===== src/rtl/salvo_scorer.sv =====
// Sequential shot scorer: scans a single cell or a (2R+1)^2 footprint against a fixed fleet, one cell per clock.
// Latency: result_valid pulses S+1 clocks after acceptance (S=1 single, S=K big); error results pulse after 1 clock.
// Backpressure: shot_ready is high only in IDLE; new_game aborts any scan and blocks acceptance that cycle.
module salvo_scorer #(
  parameter int COORD_W    = 4,
  parameter int BOARD_MAX  = 10,
  parameter int BIG_RADIUS = 1,
  parameter int BIG_BOMBS  = 3,
  localparam int D     = 2*BIG_RADIUS+1,
  localparam int K     = D*D,
  localparam int HIT_W = $clog2(K+1),
  localparam int BL_W  = $clog2(BIG_BOMBS+1)
) (
  input  logic               clock,
  input  logic               reset_N,
  input  logic               new_game,
  input  logic               shot_valid,
  output logic               shot_ready,
  input  logic [COORD_W-1:0] shot_x,
  input  logic [COORD_W-1:0] shot_y,
  input  logic               shot_big,
  output logic               result_valid,
  output logic               result_error,
  output logic               result_hit,
  output logic               result_near_miss,
  output logic               result_miss,
  output logic [HIT_W-1:0]   result_new_hits,
  output logic [4:0]         result_biggest,
  output logic [5:0]         sunk,
  output logic               game_over,
  output logic [BL_W-1:0]    big_left,
  output logic [7:0]         shots_taken
);

  localparam int SW    = COORD_W+1;
  localparam int NCELL = 19;
  localparam logic [4:0] NONE = 5'h1f;
  localparam logic [COORD_W-1:0] BMAX = COORD_W'(BOARD_MAX);
  localparam logic signed [SW-1:0] LASTO = SW'(D-1);

  typedef enum logic [1:0] {IDLE, SCAN, DONE} state_t;

  // Bitmap index of the fleet cell at (x,y), or NONE. Cells are grouped per ship:
  // carrier 0-4, battleship 5-8, cruiser 9-11, sub 12-14, patrol1 15-16, patrol2 17-18.
  function automatic logic [4:0] cell_idx(input int x, input int y);
    logic [4:0] i;
    i = NONE;
    if (x >= 1 && x <= BOARD_MAX && y >= 1 && y <= BOARD_MAX) begin
      if (y == 3 && x >= 2 && x <= 6)       i = 5'(x - 2);
      else if (y == 2 && x >= 1 && x <= 4)  i = 5'(x + 4);
      else if (y == 1 && x >= 2 && x <= 4)  i = 5'(x + 7);
      else if (x == 2 && y >= 8 && y <= 10) i = 5'(y + 4);
      else if (y == 6 && x >= 7 && x <= 8)  i = 5'(x + 8);
      else if (y == 1 && x >= 9 && x <= 10) i = 5'(x + 8);
    end
    return i;
  endfunction

  // Ship class one-hot of a bitmap index (both patrols share the lowest class).
  function automatic logic [4:0] cls_of(input logic [4:0] i);
    if (i <= 5'd4)       return 5'b10000;
    else if (i <= 5'd8)  return 5'b01000;
    else if (i <= 5'd11) return 5'b00100;
    else if (i <= 5'd14) return 5'b00010;
    else if (i <= 5'd18) return 5'b00001;
    else                 return 5'b00000;
  endfunction

  // Keep only the most significant class seen.
  function automatic logic [4:0] top_cls(input logic [4:0] c);
    if (c[4])      return 5'b10000;
    else if (c[3]) return 5'b01000;
    else if (c[2]) return 5'b00100;
    else if (c[1]) return 5'b00010;
    else if (c[0]) return 5'b00001;
    else           return 5'b00000;
  endfunction

  state_t                  state, state_nxt;
  logic                    accept, bad, last;
  logic                    big_q;
  logic signed [SW-1:0]    bx, by, ox, oy, cx, cy;
  logic [NCELL-1:0]        bm, bm_nxt;
  logic                    acc_hit;
  logic [HIT_W-1:0]        acc_new;
  logic [4:0]              acc_cls;
  logic [4:0]              cur_idx, cls_tot;
  logic                    cur_ship, newhit, nbr, hit_tot;
  logic [5:0]              sunk_nxt;

  // State register.
  always_ff @(posedge clock or negedge reset_N) begin
    if (!reset_N) state <= IDLE;
    else          state <= state_nxt;
  end

  // Next-state, acceptance and handshake outputs.
  always_comb begin
    state_nxt    = state;
    accept       = 1'b0;
    last         = 1'b0;
    shot_ready   = (state == IDLE);
    result_valid = (state == DONE);
    bad = (shot_x == '0) || (shot_x > BMAX) || (shot_y == '0) || (shot_y > BMAX) ||
          (shot_big && big_left == '0);
    case (state)
      IDLE: if (shot_valid && !new_game) begin
        accept    = 1'b1;
        state_nxt = bad ? DONE : SCAN;
      end
      SCAN: begin
        last = !big_q || (ox == LASTO && oy == LASTO);
        if (last) state_nxt = DONE;
      end
      DONE:    state_nxt = IDLE;
      default: state_nxt = IDLE;
    endcase
    if (new_game) state_nxt = IDLE;
  end

  // Evaluate the current footprint cell and its effect on the bitmap.
  always_comb begin
    cx       = bx + ox;
    cy       = by + oy;
    cur_idx  = cell_idx(int'(cx), int'(cy));
    cur_ship = (cur_idx != NONE);
    nbr      = (cell_idx(int'(cx) - 1, int'(cy)) != NONE) || (cell_idx(int'(cx) + 1, int'(cy)) != NONE) ||
               (cell_idx(int'(cx), int'(cy) - 1) != NONE) || (cell_idx(int'(cx), int'(cy) + 1) != NONE);
    bm_nxt   = bm;
    newhit   = 1'b0;
    if (state == SCAN && cur_ship) begin
      newhit          = ~bm[cur_idx];
      bm_nxt[cur_idx] = 1'b1;
    end
    hit_tot  = acc_hit | cur_ship;
    cls_tot  = acc_cls | cls_of(cur_idx);
    sunk_nxt = {&bm_nxt[4:0], &bm_nxt[8:5], &bm_nxt[11:9], &bm_nxt[14:12], &bm_nxt[16:15], &bm_nxt[18:17]};
  end

  // Shot capture, scan accumulation, result registers and game bookkeeping.
  always_ff @(posedge clock or negedge reset_N) begin
    if (!reset_N) begin
      big_q <= 1'b0; bx <= '0; by <= '0; ox <= '0; oy <= '0;
      bm <= '0; acc_hit <= 1'b0; acc_new <= '0; acc_cls <= '0;
      result_error <= 1'b0; result_hit <= 1'b0; result_near_miss <= 1'b0; result_miss <= 1'b0;
      result_new_hits <= '0; result_biggest <= '0;
      sunk <= '0; game_over <= 1'b0;
      big_left <= BL_W'(BIG_BOMBS); shots_taken <= '0;
    end else if (new_game) begin
      acc_hit <= 1'b0; acc_new <= '0; acc_cls <= '0;
      bm <= '0;
      result_error <= 1'b0; result_hit <= 1'b0; result_near_miss <= 1'b0; result_miss <= 1'b0;
      result_new_hits <= '0; result_biggest <= '0;
      sunk <= '0; game_over <= 1'b0;
      big_left <= BL_W'(BIG_BOMBS); shots_taken <= '0;
    end else begin
      bm <= bm_nxt;
      if (accept) begin
        big_q   <= shot_big;
        bx      <= $signed({1'b0, shot_x}) - (shot_big ? SW'(BIG_RADIUS) : SW'(0));
        by      <= $signed({1'b0, shot_y}) - (shot_big ? SW'(BIG_RADIUS) : SW'(0));
        ox      <= '0;
        oy      <= '0;
        acc_hit <= 1'b0; acc_new <= '0; acc_cls <= '0;
        if (bad) begin
          result_error <= 1'b1; result_hit <= 1'b0; result_near_miss <= 1'b0; result_miss <= 1'b0;
          result_new_hits <= '0; result_biggest <= '0;
          sunk      <= sunk_nxt;
          game_over <= &sunk_nxt;
        end else begin
          if (shots_taken != 8'hff) shots_taken <= shots_taken + 8'd1;
          if (shot_big) big_left <= big_left - BL_W'(1);
        end
      end
      if (state == SCAN) begin
        acc_hit <= hit_tot;
        acc_new <= acc_new + HIT_W'(newhit);
        acc_cls <= cls_tot;
        if (ox == LASTO) begin
          ox <= '0;
          oy <= oy + SW'(1);
        end else begin
          ox <= ox + SW'(1);
        end
        if (last) begin
          result_error     <= 1'b0;
          result_hit       <= hit_tot;
          result_near_miss <= !big_q && !hit_tot && nbr;
          result_miss      <= !hit_tot && !(!big_q && nbr);
          result_new_hits  <= acc_new + HIT_W'(newhit);
          result_biggest   <= top_cls(cls_tot);
          sunk             <= sunk_nxt;
          game_over        <= &sunk_nxt;
        end
      end
    end
  end

endmodule


===== config.mk =====
export PLATFORM = sky130hd
export DESIGN_NAME = salvo_scorer
export DESIGN_NICKNAME = d
export VERILOG_FILES = /design/src/rtl/salvo_scorer.sv
export SDC_FILE = /design/constraint.sdc
export NUM_CORES = 1
export LEC_CHECK = 0
export CAP_MARGIN = 20
export CORE_MARGIN = 2
export CORE_UTILIZATION = 66
export DETAILED_ROUTE_END_ITERATION = 8
export PLACE_DENSITY = 0.94
export SYNTH_ARGS = -nofsm -noshare
export SYNTH_HDL_FRONTEND = slang
export SYNTH_SLANG_ARGS = --single-unit
export TNS_END_PERCENT = 50

===== constraint.sdc =====
create_clock -name clock -period 15.38 [get_ports clock]
set_input_delay 3.076 -clock clock [delete_from_list [all_inputs] [get_ports clock]]
set_output_delay 3.076 -clock clock [all_outputs]
set_load 0.02 [all_outputs]

Word level (Yosys, flattened, before mapping)
Index checks and enable logic that the tools add are counted.
Storage, ports and cells
  bits in registers: 82
  output and inout port bits: 32
  word-level logic and storage cells: 361
Cells by class
  $add $sub $neg: 28
  order comparisons: 42
  eq/ne operators: 28
  multiplexer cells: 123
  bitwise operators: 5
  reduce and logical (&&, ||, !) cells: 115
Operator list (number)
  5-bit two-way mux: 50
  1-bit logical AND: 82
  5-bit by 4-bit adder with 5-bit output (second input constant): 9
  4-bit two-way mux: 10
  19-bit two-way mux: 2
  1-bit two-way mux: 37
  6-bit by 3-bit equality test with 1-bit output (second input constant): 6
  6-bit by 5-bit less-or-equal comparator with 1-bit output (second input constant): 6
  8-bit two-way mux: 4
  6-bit two-way mux: 5
  5-bit by 3-bit equality test with 1-bit output (second input constant): 5
  5-bit by 4-bit less-or-equal comparator with 1-bit output (second input constant): 5
  5-bit != test (second input constant): 5
  6-bit by 2-bit >= comparator with 1-bit output (second input constant): 4
  6-bit by 5-bit >= comparator with 1-bit output (second input constant): 4
  6-bit by 4-bit less-or-equal comparator with 1-bit output (second input constant): 4
  5-bit less-or-equal comparator (second input constant): 4
  2-bit two-way mux: 10
  19-bit OR: 1
  19-bit AND reduction: 1
  5-bit adder (second input constant): 3
  5-bit by 3-bit subtractor with 5-bit output (second input constant): 3
  5-bit by 2-bit adder with 6-bit output (second input constant): 2
  6-bit by 2-bit equality test with 1-bit output (second input constant): 2
  44 further kinds: 77

Depth between registers and ports, before layout
Gate-level depths: netlist of the first run.
  depth after elaboration: 26
  depth in mapped cells: 25
  mapped depth without buffers: 23

Worst setup path before layout of the first run
Ideal clock, no wire load.
  path type: reg-to-reg
  from: register oy[2]
  to: register result_new_hits[2]
  arrival: 4.745 ns
  required time: 15.259 ns
  setup slack: 10.514 ns
  stages on the path, launching flop included: 25
  cells stage by stage: dfrtp_1 ha_1 and3_1 or3_1 and2_1 clkbuf_1 inv_1 ha_1 nand2_1 a21oi_1 o211ai_2 or3_1 buf_2 a2111oi_4 a31oi_1 nand2_2 and2_1 buf_2 a221oi_1 o221ai_1 a21oi_1 ha_1 ha_1 xor2_1 a22o_1
Between the ends
  cells in the longest elaborated chain, start to end: 19
  elaborated cells on any way between the ends: 44
RTL lines
  start: declaration: RTL line 82  | logic signed [SW-1:0] bx, by, ox, oy, cx, cy;
  start signal: assignment: RTL line 181  | oy <= oy + SW'(1);
  5-bit adder: RTL line 124  | cy = by + oy;
  5-bit by 2-bit equality test with 1-bit output: RTL line 51, 54
  1-bit logical AND (2 in a row): RTL line 54  | else if (y == 1 && x >= 9 && x <= 10) i = 5'(x + 8);
  5-bit two-way mux: RTL line 54
  5-bit two-way mux: RTL line 53  | else if (y == 6 && x >= 7 && x <= 8) i = 5'(x + 8);
  5-bit two-way mux: RTL line 52  | else if (x == 2 && y >= 8 && y <= 10) i = 5'(y + 4);
  5-bit two-way mux: RTL line 51  | else if (y == 1 && x >= 2 && x <= 4) i = 5'(x + 7);
  5-bit two-way mux: RTL line 50  | else if (y == 2 && x >= 1 && x <= 4) i = 5'(x + 4);
  [... 2 more ...]
  1-bit binary-select mux with 5-bit select: RTL line 132  | newhit = ~bm[cur_idx];
  1-bit two-way mux (not written as such): RTL line 132
  1-bit NOT: RTL line 132
  1-bit two-way mux: RTL line 131  | if (state == SCAN && cur_ship) begin
  4-bit by 1-bit adder with 4-bit output: RTL line 190  | result_new_hits <= acc_new + HIT_W'(newhit);
  4-bit two-way mux (*): RTL line 185  | if (last) begin
  4-bit two-way mux (*): RTL line 175  | if (state == SCAN) begin
  4-bit two-way mux (*): RTL line 149  | end else if (new_game) begin
  end signal: assignment: RTL line 190
  end: declaration: RTL line 27  | output logic [HIT_W-1:0] result_new_hits,
Mark *: on every way between the ends. The rest lies on a longest branch, timed or not. The select of a mux whose other input is x is not followed.
A chain may end at the register's enable or synchronous reset.

Final worst setup path of the first run
  from: register ox[0]
  to: register result_near_miss
Between the ends
  cells in the longest elaborated chain, start to end: 20
  elaborated cells on any way between the ends: 169
RTL lines
  start: declaration: RTL line 82
  start signal: assignment: RTL line 183  | ox <= ox + SW'(1);
  5-bit adder: RTL line 123  | cx = bx + ox;
  5-bit by 2-bit subtractor with 6-bit output or 5-bit by 2-bit adder with 6-bit output (tied branches): RTL line 127  | nbr = (cell_idx(int'(cx) - 1, int'(cy)) != NONE) || (cell_idx(int'(cx) + 1, int'(cy)) != NONE) ||
  6-bit by 5-bit >= comparator with 1-bit output: RTL line 54
  1-bit logical AND (2 in a row): RTL line 54
  5-bit two-way mux: RTL line 54
  5-bit two-way mux: RTL line 53
  5-bit two-way mux: RTL line 52
  5-bit two-way mux: RTL line 51
  [... 2 more ...]
  5-bit two-way mux: RTL line 48  | if (x >= 1 && x <= BOARD_MAX && y >= 1 && y <= BOARD_MAX) begin
  5-bit != test: RTL line 127
  1-bit logical OR (2 in a row): RTL line 127
  1-bit logical OR: RTL line 128  | (cell_idx(int'(cx), int'(cy) - 1) != NONE) || (cell_idx(int'(cx), int'(cy) + 1) != NONE);
  1-bit logical AND: RTL line 188  | result_near_miss <= !big_q && !hit_tot && nbr;
  1-bit two-way mux (*): RTL line 185
  1-bit two-way mux (*): RTL line 175
  1-bit two-way mux (*): RTL line 149
  end signal: assignment: RTL line 188
  end: declaration: RTL line 25  | output logic result_near_miss,
Mark *: on every way between the ends. The rest lies on a longest branch, timed or not.

==> results of run 1 <==
tightest hold or removal path, delay by kind of cell (launching register included):
kind / cells / cell delay [ps]
compound gates: 1 / 60
flops: 1 / 360
simple gates: 1 / 60
through the flow:
step	utilization, %	total power [mW]	std cells	hold slack [ps]	cell area, µm²
3_3_place_gp	73.01	0.6936	979	466.9	7571
3_5_place_dp	73.01	0.7161	979	467.1	7571
4_1_cts	75.02	0.8845	995	499.0	7780
2_1_floorplan	-	0.6071	820	456.3	7058
6_report	75.02	0.9004	995	502.5	7780
5_1_grt	75.02	0.9567	995	522.1	7780
report_power, final:
| part | total [mW] | switching, mW | internal (mW) |
|---|---|---|---|
| Combinational | 0.499 | 0.322 | 0.177 |
| Sequential | 0.232 | 0.00812 | 0.224 |
| Clock | 0.169 | 0.0913 | 0.0781 |
logic make-up (layout without fill, tap and decap cells):
family                     Yosys count  after routing
adders and majority gates           78             78
muxes                               13             13
and+or+nand+nor                    319            319
buffers and inverters               72            111
xor gates and xnor gates            37             37
DFF                                 82             82
AOI/OAI and AO/OA                  219            219
registers in the layout, summed over array words and instances, names as in the netlist, 4 cells and up:
register / count
acc_cls: 5
acc_new: 4
bm: 19
bx: 5
by: 5
ox: 5
oy: 5
result_biggest: 5
result_new_hits: 4
shots_taken: 8
sunk: 6
cell usage after synthesis (5+ instances only):
master    instances  area (µm²)
a211o_1           6       52.55
a21o_1            7       52.55
a21oi_1          60       300.3
a21oi_2           5       43.79
a22o_1            9       78.83
a22oi_1           5       37.54
a31oi_1           9       56.30
and2_1           10       62.56
and3_1           10       62.56
buf_2             6       30.03
clkbuf_1         13       48.80
dfrtp_1          80        2002
ha_1             75       938.4
inv_1            45       168.9
mux2i_1          12       120.1
nand2_1          83       311.6
nand2b_1         11       68.82
nand3_1          32       160.2
nand4_1          16       100.1
nor2_1           79       296.5
nor2b_1           8       50.05
nor3_1           16       80.08
nor4_1            9       56.30
nor4b_1           5       43.79
o211ai_1          5       37.54
o21ai_0          44       220.2
o21ai_1           5       25.02
or3_1             6       37.54
xnor2_1          21       183.9
xor2_1           14       122.6
how the worst max path moves through the flow:
| stage | startpoint | endpoint | slack, ps |
|---|---|---|---|
| after floorplan | oy[2] | result_new_hits[2] | 10510 |
| after global placement | shot_x[3] | game_over | 9670 |
| after detailed placement | shot_x[3] | game_over | 9470 |
| after CTS | ox[0] | result_near_miss | 9510 |
| after global routing | ox[0] | result_near_miss | 8990 |
| final | ox[0] | result_near_miss | 9260 |
per-layer routing:
| metal | wire length, µm | GRT usage [%] | part of all wire [%] | up-vias |
|---|---|---|---|---|
| met5 | 0 | 0 | 0 | - |
| met1 | 7649 | 44.58 | 40 | 3170 |
| met4 | 796 | 16.39 | 4.1 | 0 |
| li1 | - | - | - | 3032 |
| met3 | 1600 | 6.659 | 8.3 | 95 |
| met2 | 9216 | 55.92 | 48 | 420 |
cell type report:
| type | count | area, µm² |
|---|---|---|
| inverter | 48 | 182.7 |
| clock buffer | 9 | 123.9 |
| multi-input combinational | 666 | 4703 |
| timing repair buffer | 47 | 460.4 |
| fill | 673 | 2590 |
| sequential | 82 | 2054 |
| clock inverter | 7 | 85.08 |
| tap | 136 | 170.2 |
==> qor.yml, run 1 <==
status:
  status: "complete, no violations"
place:
  hpwlAfterDp_um: 13850
  portBuffers: 44
  place_ws_ps: 9470
  gp_congestion: 1.064
die:
  die_area_mm2: 0.01154
  core-area_mm2: 0.01037
  io_pins: 45
  row_count: 37
  dieHeight_um: 107.4
  initial_core_util_pct: 68.06
  die_width_um: 107.4
job:
  maxCapViolCount: 0
sta:
  fin_crit_ps: 6125
  rsz0062_at_grt: "false"
  tightest_slew_ps: 1078
  setup_tns_ps: 0
  setup_ws_ps: 9255
  relSlewSlack_pct: 27.61
  drv_slew: 0
  max_freq_ghz: 0.1633
  setup-violations-final: 0
  finalClockSkew_ps: 15.46
  hold_viol: 0
  min_period_over_period_pct: 39.82
critical_path:
  crit_chain: "ha_1, inv_1, fa_1, xnor2_2, inv_2, ha_1, a21boi_0, xnor2_1, inv_1, ha_1, nor2b_1, o311ai_1, and3_1, a31oi_1, o221ai_1, or3b_1, a311oi_1, o31a_1, a32o_1"
  arrival_ps: 6420
  cp_num_buf_inv: 3
  ff2ff_setup_slack_ps: 9260
  r2r-start: "ox[0]"
  required_ps: 15680
  end_kind: "flip-flop"
  crit_path_max_incr_delay_ps: 680
  critPathTopFamily: "compound AO/OA/AOI/OAI gates"
  crit_path_start_kind: "flip-flop"
  crit_path_top_delay_cell: "xnor2_1"
  cp.depth: 19
  path_max_fanout: 13
  crit_path_frequent_cell: "ha_1"
  critical_path_class: "reg -> reg"
  reg2regPathDepth: 19
  r2r-end: "result_near_miss"
route:
  post-route-drc-count: 0
  drt_pass1_iterations: 5
  drt-vias-per-instance: 6.751
  wl_per_cell_um: 19.36
  drtIter0Drc: 625
  antenna_left: 0
  vias: 6717
  drt-total-wl_um: 19260
grt:
  grt_pass1_wl_um: 31840
  grtUsageTotal_pct: 34.52
  grt_max_degree: 83
  antenna_found_initial: 0
  grt_overflow: 0
  grt_pass1_vias: 6488
yosys:
  synth-compound-area-share_pct: 22.25
  syn_avg_cell_area_um2: 8.607
  muxShareOfSynthArea_pct: 1.861
  synth_edf_count: 0
  synth-async-reset-ratio_pct: 100.0
  synthSimpleGateAreaFrac_pct: 23.63
  yosys_warnings: 0
  synth_seq_area_share_pct: 29.11
  syn-cell-area_mm2: 0.007058
  yosys_register_bits: 82
  synthDistinctLibCells: 93
  synth_ff_type: "dfrtp_1"
  synth-xor-area-share_pct: 4.804
  syn_nets: 910
  synth_cells: 820
  yosys.area_share.adder_pct: 14.00
  synth_top_family_by_area: "simple AND/OR/NAND/NOR gates"
cells_and_area:
  diodes: 0
  final_common_cell: "nand2_1"
  layout_common_cells: "nand2_1 (83), dfrtp_1 (80), nor2_1 (79)"
  drive_gt1_share_pct: 8.615
  nNetsFinal: 944
  area_growth_pct: 10.23
clock_tree:
  numClockSinks: 82
  cts_buffers: 9
  postCtsResizedCells: 0
  cts_buffer_depth: 2
  htreeDepth: 3
  post-cts-setup-buffers: 0
  insertion_delay_ps: 380
  cts_tree: "done"
  clk_pin_slew_ps: 100
  root_buffer: "clkbuf_8"
  ctsHoldBuffers: 0
hold_path:
  min_path_cells: 2
  hp-start: "result_new_hits[3]"
  hp-class: "reg -> reg"
  hold_end: "result_new_hits[3]"
pwr:
  power_density_mw_per_mm2: 115.7
  leakage_nw: 3.305
  irDropWorstVdd_mv: 0.05864
Power figures use the tool's default switching activity.
==> inputs of run 2 (changes only) <==
--- a/config.mk
+++ b/config.mk
@@ -7,9 +7,9 @@
 export LEC_CHECK = 0
 export CAP_MARGIN = 20
 export CORE_MARGIN = 2
-export CORE_UTILIZATION = 66
+export CORE_UTILIZATION = 55
 export DETAILED_ROUTE_END_ITERATION = 8
-export PLACE_DENSITY = 0.94
+export PLACE_DENSITY = 0.84
 export SYNTH_ARGS = -nofsm -noshare
 export SYNTH_HDL_FRONTEND = slang
 export SYNTH_SLANG_ARGS = --single-unit
==> constraint.sdc (replaced) <==
create_clock -name clock -period 5.6 [get_ports clock]
set_input_delay 1.12 -clock clock [delete_from_list [all_inputs] [get_ports clock]]
set_output_delay 1.12 -clock clock [all_outputs]
set_load 0.02 [all_outputs]
==> qor.yml, run 2 (synthesized netlist as in run 1, its figures left out) <==
critical_path:
  crit_path_top_delay_cell: "fa_1"
  ff2ff_setup_slack_ps: 280
  arrival_ps: 5600
  r2r-start: "ox[0]"
  r2r-end: "result_near_miss"
  crit_path_start_kind: "flip-flop"
  reg2regPathDepth: 17
  end_kind: "flip-flop"
  crit_path_frequent_cell: "ha_1"
  path_max_fanout: 11
  crit_chain: "ha_1, inv_1, fa_1, ha_1, a21boi_0, xnor2_1, inv_1, ha_1, nor2b_1, o311ai_1, and3_1, a31oi_1, o221ai_1, or3b_1, a311oi_1, o31a_1, a32o_1"
  required_ps: 5870
  critical_path_class: "reg -> reg"
  crit_path_max_incr_delay_ps: 750
place:
  gp_congestion: 0.9472
  portBuffers: 44
  placed_cell_area_mm2: 0.007686
  place_ws_ps: 271.6
  hpwlAfterDp_um: 13140
  post-place-cells: 1025
clock_tree:
  ctsHoldBuffers: 0
  cts_tree: "done"
  root_buffer: "clkbuf_16"
  numClockSinks: 82
  clk_pin_slew_ps: 70
  cts_buffers: 9
  post-cts-setup-buffers: 0
  htreeDepth: 3
  insertion_delay_ps: 340
  cts_buffer_depth: 2
grt:
  use_met2_pct: 42.61
  gr-usage-met3_pct: 3.965
  grt_overflow: 0
  grt_busiest_layer: "met2"
  antenna_found_initial: 0
  grt_pass1_vias: 6040
  grt_pass1_wl_um: 29080
  grt_max_degree: 83
  grt_util_met1_pct: 36.96
  grtUsageTotal_pct: 26.41
sta:
  finalClockSkew_ps: 8.336
  tightest_slew_ps: 988.0
  fin_crit_ps: 5322
  setup-violations-final: 0
  min_period_over_period_pct: 95.03
  rsz0062_at_grt: "false"
  setup_tns_ps: 0
  relSlewSlack_pct: 33.89
  drv_slew: 0
  hold_viol: 0
  setup_ws_ps: 278.4
  hold_ws_ps: 498.0
  max_freq_ghz: 0.1879
cells_and_area:
  final_common_cell: "nand2_1"
  diodes: 0
  fillCellCount: 1031
  layout_common_cells: "nand2_1 (83), dfrtp_1 (80), nor2_1 (79)"
  drive_gt1_share_pct: 10.33
  top_regs: "bm (19), shots_taken (8), sunk (6)"
  regMostFlops: "bm"
  area_growth_pct: 13.58
  finalCoreUtilization_pct: 63.78
  largest_reg_flops: 19
  fin_cells: 1043
  nNetsFinal: 956
  final_cell_area_mm2: 0.008016
die:
  die_area_mm2: 0.01375
  row_count: 41
  dieHeight_um: 117.3
  core-area_mm2: 0.01257
  die_width_um: 117.3
  io_pins: 45
  initial_core_util_pct: 56.16
pwr:
  irDropWorstVdd_mv: 0.1916
  leakage_nw: 3.411
  power_density_mw_per_mm2: 321.8
  total_power_mw: 2.580
status:
  status: "complete, no violations"
hold_path:
  hp-class: "reg -> reg"
  hp-start: "by[0]"
  min_path_cells: 2
  hold_end: "by[0]"
route:
  wl_per_cell_um: 17.03
  drt_pass1_iterations: 6
  drtIter0Drc: 395
  vias: 6399
  antenna_left: 0
  drt-total-wl_um: 17760
  drt-vias-per-instance: 6.135
  post-route-drc-count: 0
job:
  maxCapViolCount: 0
-- run 2: critical path, delay by kind of cell, from the launching register on --
kind	cells	cell delay, ps
xor+xnor	1	220
simple gates	3	740
buf+inv	2	180
compound gates	7	2030
fa+ha+maj	4	1670
flops	1	440
-- run 2: metal layers --
| metal | up-vias | part of all wire [%] |
|---|---|---|
| li1 | 3057 | - |
| met1 | 3084 | 45 |
| met2 | 230 | 48 |
| met3 | 28 | 6.3 |
| met4 | 0 | 1.6 |
| met5 | - | 0 |
-- run 2: layout make-up --
cell class                 count  area, µm²  share of cell area (%)
multi-input combinational    666       4717                   58.84
clock inverter                 7      58.81                  0.7336
tap                          172      215.2                   2.685
inverter                      48      182.7                   2.279
timing repair buffer          59      563.0                   7.024
clock buffer                   9      225.2                   2.809
sequential                    82       2054                   25.63
-- run 2: how the worst max path moves through the flow --
stage | startpoint | end | slack (ps) | cells after the start
after floorplan | oy[2] | result_new_hits[2] | 730 | 24
after global placement | oy[2] | acc_new[2] | 490 | 23
after detailed placement | oy[2] | acc_new[2] | 270 | 23
after CTS | oy[2] | acc_new[2] | 230 | 23
after global routing | oy[2] | acc_new[2] | 8 | 23
final | ox[0] | result_near_miss | 280 | 17
-- run 2: what timing repair did --
item,CTS,global route
endpoints found under the hold margin,0,0
resized for setup,0,3
setup endpoints to repair,0,6
-- run 2: power breakdown --
group / total [mW] / internal (mW) / switching (mW)
Clock: 0.564 / 0.309 / 0.256
Combinational: 1.38 / 0.510 / 0.868
Sequential: 0.637 / 0.616 / 0.0216
==> RTL change (flow settings as in run 2) <==
The parameter `BIG_BOMBS` goes from 3 to 2.
--- a/src/rtl/salvo_scorer.sv
+++ b/src/rtl/salvo_scorer.sv
@@ -5,7 +5,7 @@
   parameter int COORD_W    = 4,
   parameter int BOARD_MAX  = 10,
   parameter int BIG_RADIUS = 1,
-  parameter int BIG_BOMBS  = 3,
+  parameter int BIG_BOMBS  = 2,
   localparam int D     = 2*BIG_RADIUS+1,
   localparam int K     = D*D,
   localparam int HIT_W = $clog2(K+1),
Behaviour: not the same (a bounded check fails within 4 cycles, from zero or initial values and one cycle with reset_N low).
==> RTL change against run 2 <==
- area after synthesis hardly changed
- sequential cell count is the same
- cell area is 1.3% higher
- final cell count did not move
- core utilization grew 0.86 points
- sequential power about the same
- count of clock-buffer cells in the layout up 1
- first-iteration DRC count up 20%
- wire length is 3.4% higher
- setup slack better by 65 ps
- total power is 4.7% higher
- critical endpoint is now acc_new[2]
- largest cell class unchanged
- largest power group unchanged
- highest routed layer unchanged
==> RTL change: results (changes against run 2) <==
layout cells sized above 1=0.116 (was 0.103); WP data arrival=5470 ps (was 5600 ps); post-synthesis sequential area ratio=0.291 (about the same); Synthesis Warnings=0 (unchanged); CTS max path bufs=2 (unchanged); placed insts=1023 (was 1025); CP Max Fanout=7 (was 11); Placer Congestion=0.972 (was 0.947); vias in the first global route=6127 (was 6040); CP max stage delay=440 ps (was 750 ps); clock skew=8.15 ps (was 8.34 ps); Overflow after GRT=0 (unchanged); largest cells by area after synthesis=dfrtp_1 (29%), ha_1 (13%), nand2_1 (4.4%) (was dfrtp_1 (28%), ha_1 (13%), nand2_1 (4.4%)); Top Registers=bm: 19 flops, shots_taken: 8 flops, sunk: 6 flops (unchanged); clk slew on worst S/H paths=60 ps; hold_sp=result_biggest[0] (was by[0]); Post-Route WL=18.4 mm (was 17.8 mm); vias per inst=6.22 (was 6.14); global-route wire length before repair=29.8 mm (was 29.1 mm); All-Layer GR Usage=0.271 (was 0.264); cell count after synthesis=820 (unchanged); HPWL after DPL=13.1 mm (about the same); Max H-tree Level=3 (unchanged); relative slew slack=0.333 (was 0.339); TritonRoute pass-1 iters=8 (was 6); origin of the worst setup path=oy[2] (was ox[0]); synth cell count leaders=nand2_1 (83), dfrtp_1 (81), nor2_1 (80) (was nand2_1 (83), dfrtp_1 (80), nor2_1 (79)); area of placed instances=0.00767 sq mm (was 0.00769 sq mm); leakage=0.00343 uW (was 0.00341 uW); via count=6492 (was 6399); Peak supply drop=241 uV (was 192 uV); initial antenna violation count=0 (unchanged); post-synth net total=910 (unchanged); initial detailed-routing violation count=474 (was 395); Num CTS Buffers=9 (unchanged); Distinct cells, synth=93 (unchanged); dpl ws=215 ps (was 272 ps); slowest library cell on the worst path=dfrtp_1 (was fa_1); outcome=complete, no violations (unchanged); Hold Path Class=flop to flop (unchanged); fill cell count=998 (was 1031)
==> RTL change: report_power, final <==
group          internal, uW  switching [uW]
sequential              615            21.6
clock                   408             253
combinational           520             882
==> RTL change: final timing paths <==
kind / depth (start not counted) / end / slack [ps]
max reg2reg: 23 / acc_new[2] / 340
min: 2 / result_biggest[0] / 480
min reg2reg: 2 / result_biggest[0] / 480
min in group asynchronous: 1 / bm[11] / 660
max: 23 / acc_new[2] / 340
max in group asynchronous: 2 / big_left[1] / 4300
==> RTL change: layout make-up <==
class | instances | area (sq um) | share of cell area
multi-input cells | 666 | 4770 | 0.587
clock inverters | 6 | 96.3 | 0.0119
repair buffers | 59 | 566 | 0.0696
well taps | 172 | 215 | 0.0265
inverters | 48 | 183 | 0.0225
flip-flops and latches | 82 | 2050 | 0.253
clock buffers | 10 | 239 | 0.0294
==> RTL change: timing repair <==
item                                    4_1_cts  5_1_grt
endpoints found under the setup margin        0        6
setup buffers                                 0        2
resized for setup                             0       17
==> RTL change: critical path, delay by kind of cell, from the launching register on <==
| kind | cells | cell delay (ps) |
|---|---|---|
| simple gates | 7 | 1560 |
| buf+inv | 1 | 170 |
| fa+ha+maj | 4 | 1030 |
| compound gates | 8 | 1460 |
| mux | 3 | 460 |
| flops | 1 | 440 |
==> RTL change: cell families (layout without fill, tap and decap cells) <==
family,Yosys count,in the layout,share of synthesized area
buf+inv,72,123,0.0435
compound gates,219,219,0.223
flops,82,82,0.291
mux,13,13,0.0186
xor+xnor,37,37,0.0481
simple gates,319,319,0.236
fa+ha+maj,78,78,0.140
==> RTL change: per-layer routing <==
layer | global-route usage | wire (um)
met1 | 0.376 | 8120
met5 | 0 | 0
met2 | 0.434 | 8650
met4 | 0.0925 | 390
met3 | 0.0407 | 1210
